## src/rtl/pt2262_pkg.sv

```systemverilog
// Shared definitions for the PT2262 encoder and the PT2272 decoder:
// symbol and state encodings, alpha-based timing constants, pin mapping.
package pt2262_pkg;

  typedef enum logic [1:0] {
    SYM_0    = 2'd0,
    SYM_1    = 2'd1,
    SYM_F    = 2'd2,
    SYM_SYNC = 2'd3
  } sym_t;

  typedef enum logic [1:0] {
    IDLE = 2'd0,
    BITS = 2'd1,
    SYNC = 2'd2
  } enc_state_t;

  // Timing in osc cycles (one cycle = one alpha)
  localparam int unsigned T_SHORT   = 4;
  localparam int unsigned T_LONG    = 12;
  localparam int unsigned T_HALF    = 16;
  localparam int unsigned T_BIT     = 32;
  localparam int unsigned T_SYNC    = 128;
  localparam int unsigned N_SYMBOLS = 12;

  localparam int unsigned N_ADDR  = 8;
  localparam int unsigned N_DATA  = 4;
  localparam int unsigned PHASE_W = 7;
  localparam int unsigned IDX_W   = 4;
  localparam int unsigned WCNT_W  = 4;

  // Trinary address pin: floating wins over the driven value
  function automatic sym_t pin_symbol(input logic val, input logic flt);
    if (flt) return SYM_F;
    return val ? SYM_1 : SYM_0;
  endfunction

endpackage

```

## src/rtl/pt2262_symbol_shaper.sv

```systemverilog
// Combinational waveform generator: output level for a symbol at a phase.
// Bit symbols are two 16-cycle halves, short (4H/12L) or long (12H/4L);
// SYNC is 4H followed by 124L.
module pt2262_symbol_shaper
  import pt2262_pkg::*;
(
  input  sym_t               sym,
  input  logic [PHASE_W-1:0] phase,
  output logic               level
);

  logic [3:0] half_pos;
  logic       second_half;
  logic       long_half;

  // Pick half type from the symbol, then compare position against its high time
  always_comb begin
    half_pos    = phase[3:0];
    second_half = phase[4];
    long_half   = 1'b0;
    level       = 1'b0;
    case (sym)
      SYM_0:   long_half = 1'b0;
      SYM_1:   long_half = 1'b1;
      SYM_F:   long_half = second_half;
      default: long_half = 1'b0;
    endcase
    if (sym == SYM_SYNC)
      level = (phase < PHASE_W'(T_SHORT));
    else if (long_half)
      level = (half_pos < 4'(T_LONG));
    else
      level = (half_pos < 4'(T_SHORT));
  end

endmodule

```

## src/rtl/pt2262_encoder.sv

```systemverilog
// PT2262-compatible serial encoder. Sends A0..A7, D0..D3 and SYNC as one
// 512-cycle word, repeating while te is high and for at least MIN_WORDS words.
module pt2262_encoder
  import pt2262_pkg::*;
#(
  parameter int unsigned MIN_WORDS = 4
) (
  input  logic       osc_clk,
  input  logic       reset,
  input  logic [7:0] a_val,
  input  logic [7:0] a_float,
  input  logic [3:0] d,
  input  logic       te,
  output logic       cod_o,
  output logic       busy,
  output logic       word_done
);

  localparam logic [WCNT_W-1:0]  MIN_W      = WCNT_W'(MIN_WORDS);
  localparam logic [WCNT_W-1:0]  WCNT_MAX   = '1;
  localparam logic [PHASE_W-1:0] PH_BIT_END = PHASE_W'(T_BIT - 1);
  localparam logic [PHASE_W-1:0] PH_SYN_END = PHASE_W'(T_SYNC - 1);
  localparam logic [IDX_W-1:0]   IDX_LAST   = IDX_W'(N_SYMBOLS - 1);

  enc_state_t         state, state_nxt;
  logic [IDX_W-1:0]   idx, idx_nxt;
  logic [PHASE_W-1:0] phase, phase_nxt;
  logic [WCNT_W-1:0]  wcnt, wcnt_nxt, wcnt_inc;
  sym_t               syms    [N_SYMBOLS];
  sym_t               in_syms [N_SYMBOLS];
  sym_t               sym_nxt;
  logic               load;
  logic               level;

  // Map live pins to symbols so a word start can latch them
  always_comb begin
    for (int unsigned i = 0; i < N_ADDR; i++)
      in_syms[i] = pin_symbol(a_val[i], a_float[i]);
    for (int unsigned i = 0; i < N_DATA; i++)
      in_syms[N_ADDR + i] = d[i] ? SYM_1 : SYM_0;
  end

  // Next-state logic for state, bit index, phase and word counter
  always_comb begin
    state_nxt = state;
    idx_nxt   = idx;
    phase_nxt = phase;
    wcnt_nxt  = wcnt;
    load      = 1'b0;
    wcnt_inc  = (wcnt == WCNT_MAX) ? wcnt : wcnt + 1'b1;
    case (state)
      IDLE: begin
        if (te) begin
          state_nxt = BITS;
          idx_nxt   = '0;
          phase_nxt = '0;
          wcnt_nxt  = '0;
          load      = 1'b1;
        end
      end
      BITS: begin
        if (phase == PH_BIT_END) begin
          phase_nxt = '0;
          if (idx == IDX_LAST) begin
            state_nxt = SYNC;
            idx_nxt   = '0;
          end else begin
            idx_nxt = idx + 1'b1;
          end
        end else begin
          phase_nxt = phase + 1'b1;
        end
      end
      SYNC: begin
        if (phase == PH_SYN_END) begin
          phase_nxt = '0;
          idx_nxt   = '0;
          wcnt_nxt  = wcnt_inc;
          if (te || (wcnt_inc < MIN_W)) begin
            state_nxt = BITS;
            load      = 1'b1;
          end else begin
            state_nxt = IDLE;
          end
        end else begin
          phase_nxt = phase + 1'b1;
        end
      end
      default: state_nxt = IDLE;
    endcase
  end

  // Symbol about to be on air; on a word start it comes straight from the
  // pins so cod_o needs no extra pipeline cycle
  always_comb begin
    if (state_nxt == SYNC)
      sym_nxt = SYM_SYNC;
    else if (load)
      sym_nxt = in_syms[0];
    else
      sym_nxt = syms[idx_nxt];
  end

  pt2262_symbol_shaper u_shaper (
    .sym   (sym_nxt),
    .phase (phase_nxt),
    .level (level)
  );

  // Register FSM state, latched word and outputs
  always_ff @(posedge osc_clk or posedge reset) begin
    if (reset) begin
      state     <= IDLE;
      idx       <= '0;
      phase     <= '0;
      wcnt      <= '0;
      syms      <= '{default: SYM_0};
      cod_o     <= 1'b0;
      busy      <= 1'b0;
      word_done <= 1'b0;
    end else begin
      state     <= state_nxt;
      idx       <= idx_nxt;
      phase     <= phase_nxt;
      wcnt      <= wcnt_nxt;
      if (load) syms <= in_syms;
      cod_o     <= (state_nxt != IDLE) && level;
      busy      <= (state_nxt != IDLE);
      word_done <= (state_nxt == SYNC) && (phase_nxt == PH_SYN_END);
    end
  end

endmodule

```

## config.mk

```make
export PLATFORM = sky130hd
export DESIGN_NAME = pt2262_encoder
export DESIGN_NICKNAME = d
export VERILOG_FILES = /design/src/rtl/pt2262_pkg.sv /design/src/rtl/pt2262_symbol_shaper.sv /design/src/rtl/pt2262_encoder.sv
export SDC_FILE = /design/constraint.sdc
export NUM_CORES = 1
export LEC_CHECK = 0
export BUFFER_PORTS_ARGS = -buffer_cell sky130_fd_sc_hd__buf_2
export CAP_MARGIN = 0
export CELL_PAD_IN_SITES_DETAIL_PLACEMENT = 0
export CELL_PAD_IN_SITES_GLOBAL_PLACEMENT = 2
export CORE_MARGIN = 1.5
export CORE_UTILIZATION = 33
export DETAILED_ROUTE_END_ITERATION = 6
export HOLD_SLACK_MARGIN = 0.06
export PLACE_DENSITY_LB_ADDON = 0.2
export SLEW_MARGIN = 20
export SYNTH_ARGS = -nofsm -noshare
export SYNTH_HDL_FRONTEND = slang
export SYNTH_HIERARCHICAL = 1
export SYNTH_SLANG_ARGS = --single-unit
```

## constraint.sdc

```tcl
create_clock -name osc_clk -period 10.44 [get_ports osc_clk]
set_clock_uncertainty 0.05 [all_clocks]
set_input_delay 0.522 -clock osc_clk [delete_from_list [all_inputs] [get_ports osc_clk]]
set_output_delay 0.522 -clock osc_clk [all_outputs]
set_load 0.02 [all_outputs]
```

==> metrics.md <==
| Metric | Value |
|---|---|
| Outcome | `finished, final reports clean` |
| DRC violations left | `0` |
| H-tree lvl count | `2` |
| N_diodes | `0` |
| Kind of end point of the critical path | `flip-flop` |
| Die height | `87.36 um` |
| Leakage power | `1.232 nW` |
| RSZ-0062 raised after global routing | `false` |
| Mux contribution to synthesized area | `5.168%` |
| #FFs+latches synth | `40` |
| Post-synth EDFFs | `0` |
| Worst-Skew Late Latency | `290 ps` |
| Sequential Area | `1001 um^2` |
| Per-cell routed wire length | `14.18 um` |
| Final Wtd Congestion | `0.8123` |
| CTS max path bufs | `2` |
| Total CTS buffers | `5` |
| Synth top area cells | `dfrtp_1, nand2_1, mux2i_1` |
| Worst-margin pin slew | `868.0 ps` |
| Reg2reg path depth | `13` |
| Ys async rst share | `100.0%` |
| Post-DP HPWL | `3933 um` |
| Area Growth Syn to Fin | `13.48%` |
| Post-CTS Setup Inserts | `0` |
| Hold Crit Class | `input port to async pin` |
| Reg2reg end | `cod_o` |
| Routed via count | `1,924` |
| Multi-input logic area | `1255 um^2` |
| Synth Warn # | `6` |
| CTS tree | `yes` |
| Reg2Reg Setup Slack | `6630 ps` |
| Cell row count | `30` |
| # hold bufs at CTS | `0` |
| Initial antenna violation count | `0` |
| DP Area | `2554 um^2` |
| Peak supply drop | `0.06037 mV` |
| 1st-iter DRT viols | `107` |
| Vias in the first global route | `1,845` |
| Crit path launch | `state[0]` |
| CP Max Fanout | `19` |
| Adder-cell share of the synthesized area | `3.623%` |
| Critical Path AT | `4000 ps` |
| Largest net degree at the start of global routing | `41` |
| Fraction of layout cells with a size suffix above 1 | `15.38%` |
| Syn nets | `290` |
| Pins Over Slew Limit | `0` |
| Vias per cell | `5.037` |
| Post-Synth Simple-Gate Area | `27.33%` |
| Compound-cell area share of the yosys netlist | `17.31%` |
| Routed Wire Length | `5415 um` |
| Sequential-to-total area share from yosys stat | `42.62%` |
| Max Freq | `262.1 MHz` |
| Max Cap Viol | `0` |
| Number of clock sinks | `40` |
| Die area | `7632 um^2` |
| R2r startpoint | `state[0]` |
| Tot GR Track Use | `15.61%` |
| Max_slew headroom | `41.74%` |
| Syn Inst Count | `261` |
| Post-Syn Area | `2349 um^2` |
| TNS Setup | `0 ps` |
| CTS resizes | `0` |
| Port Buf Inserts | `25` |
| Root buffer cell | `clkbuf_8` |
| Worst Path Required | `10,620 ps` |
| Tmin final | `3815 ps` |
| Fill cells | `724` |
| Starting density of the core | `34.38%` |
| Drt first pass iters | `4` |
| Congestion Overflow GR | `0` |
| Final hold vios | `0` |
| I/O pin cnt | `26` |
| First-pass GRT wire length | `9087 um` |
| Xor-xnor portion of the synthesized cell area | `0%` |
| Nature of the critical path startpoint | `flip-flop` |
| Mean post-synth cell area | `8.998 um^2` |
| Clock Pin Slew Worst Setup and Hold Paths | `80 ps` |
| ANT nets after route | `0` |
| Critical path class | `flip-flop to flip-flop` |
| Fin nets | `314` |
| Synth cell types | `54` |
| P per Cell Area | `112.4 nW/um^2` |
| Setup-failing EPs final | `0` |
| Chip Width | `87.36 um` |
| Primary FF master, synth | `dfrtp_1` |
| Post-Layout Inst Area | `2665 um^2` |
| Fin util | `39.01%` |
| Yosys top cell area share | `42.62%` |
| Period utilization | `36.54%` |
| Core ar. | `6832 um^2` |
| Dpl ws | `6634 ps` |
| Cell taking the most area after synthesis | `dfrtp_1` |
| Final worst setup slack | `6625 ps` |
| Largest family of logic cells by synthesized area | `simple AND/OR/NAND/NOR gates` |
## layer usage
layer / up-vias / track usage, % / share of wire [%]
met5: - / 0 / 0
met4: 0 / 4.762 / 1.5
met3: 9 / 3.412 / 2.5
met2: 32 / 25.45 / 47
met1: 900 / 20.64 / 49
li1: 983 / - / -
## layout make-up
cell class / instances / area share, %
Tap cell: 96 / 4.507
Clock inverter: 3 / 1.596
Sequential cell: 40 / 37.56
Clock buffer: 5 / 2.582
Inverter: 10 / 1.408
Timing Repair Buffer: 27 / 5.258
Multi-Input combinational cell: 201 / 47.09
## worst max-delay path by stage
| stage | to | slack [ps] | cells after the start |
|---|---|---|---|
| 2_1_floorplan | cod_o | 7050 | 15 |
| 3_3_place_gp | cod_o | 6650 | 12 |
| 3_5_place_dp | cod_o | 6630 | 13 |
| 4_1_cts | cod_o | 6610 | 13 |
| 5_1_grt | cod_o | 6340 | 12 |
| 6_report | cod_o | 6630 | 13 |
## Yosys cell counts, types with 6 or more instances
cell,instances
nand2_1,63
nand3_1,8
clkbuf_1,6
nor2_1,15
nand3b_1,7
o21ai_0,11
ha_1,6
dfrtp_1,40
a21oi_1,10
mux2i_1,11
or3_1,6
inv_1,10
## state kept, by name, indices dropped and copies added, names as in the netlist
| register | flops |
|---|---|
| syms | 20 |
| phase | 7 |
| idx | 4 |
| wcnt | 4 |
| state | 2 |
| busy | 1 |
| cod_o | 1 |
| word_done | 1 |
## placed cells by master, fill, tap and decap left out, drive strengths merged, types with 3 or more instances in the layout
master	count
o21ai	14
or3	6
nor3b	4
mux2i	11
nor2b	4
a22o	4
nand3b	7
a31oi	5
and4	3
nand3	8
inv	10
a2111oi	4
and2	5
nor3	3
dfrtp	40
nor2	15
buf	27
nand2	63
ha	6
clkbuf	5
a21oi	10
## metrics by stage
step           cells  hold slack (ps)  total power [mW]
3_3_place_gp     374            402.2            0.1759
3_5_place_dp     374            405.4            0.1760
6_report         382            294.3            0.2995
5_1_grt          382            359.5            0.3142
2_1_floorplan    261            384.5            0.1685
4_1_cts          382            303.9            0.3052
## critical path, stage by stage, from the launching register on
cell and delay, ps:
dfrtp_1 690, or4b_4 570, a2111oi_4 340, a31o_4 270, mux2i_1 110, mux2i_1 220
a32oi_1 130, a31oi_1 320, inv_1 80, ha_1 310, or3_1 340, o21ai_1 110
or3_1 100, and2_1 110
## logic make-up (layout without fill, tap and decap cells)
group,count (synthesis),in the layout
AND/OR/NAND/NOR,128,128
AO/OA/AOI/OAI,54,54
flip-flops,40,40
buffers and inverters,20,45
multiplexers,12,12
adder cells (fa/ha/maj),7,7
## report_power, final
group | internal, mW | switching, mW | total [mW] | leakage (nW)
registers | 0.158 | 0.00174 | 0.160 | 0.505
logic | 0.00566 | 0.00728 | 0.0129 | 0.672
clock network | 0.0708 | 0.0563 | 0.127 | 0.0541
total | 0.234 | 0.0653 | 0.299 | 1.23
Power figures use the tool's default switching activity.
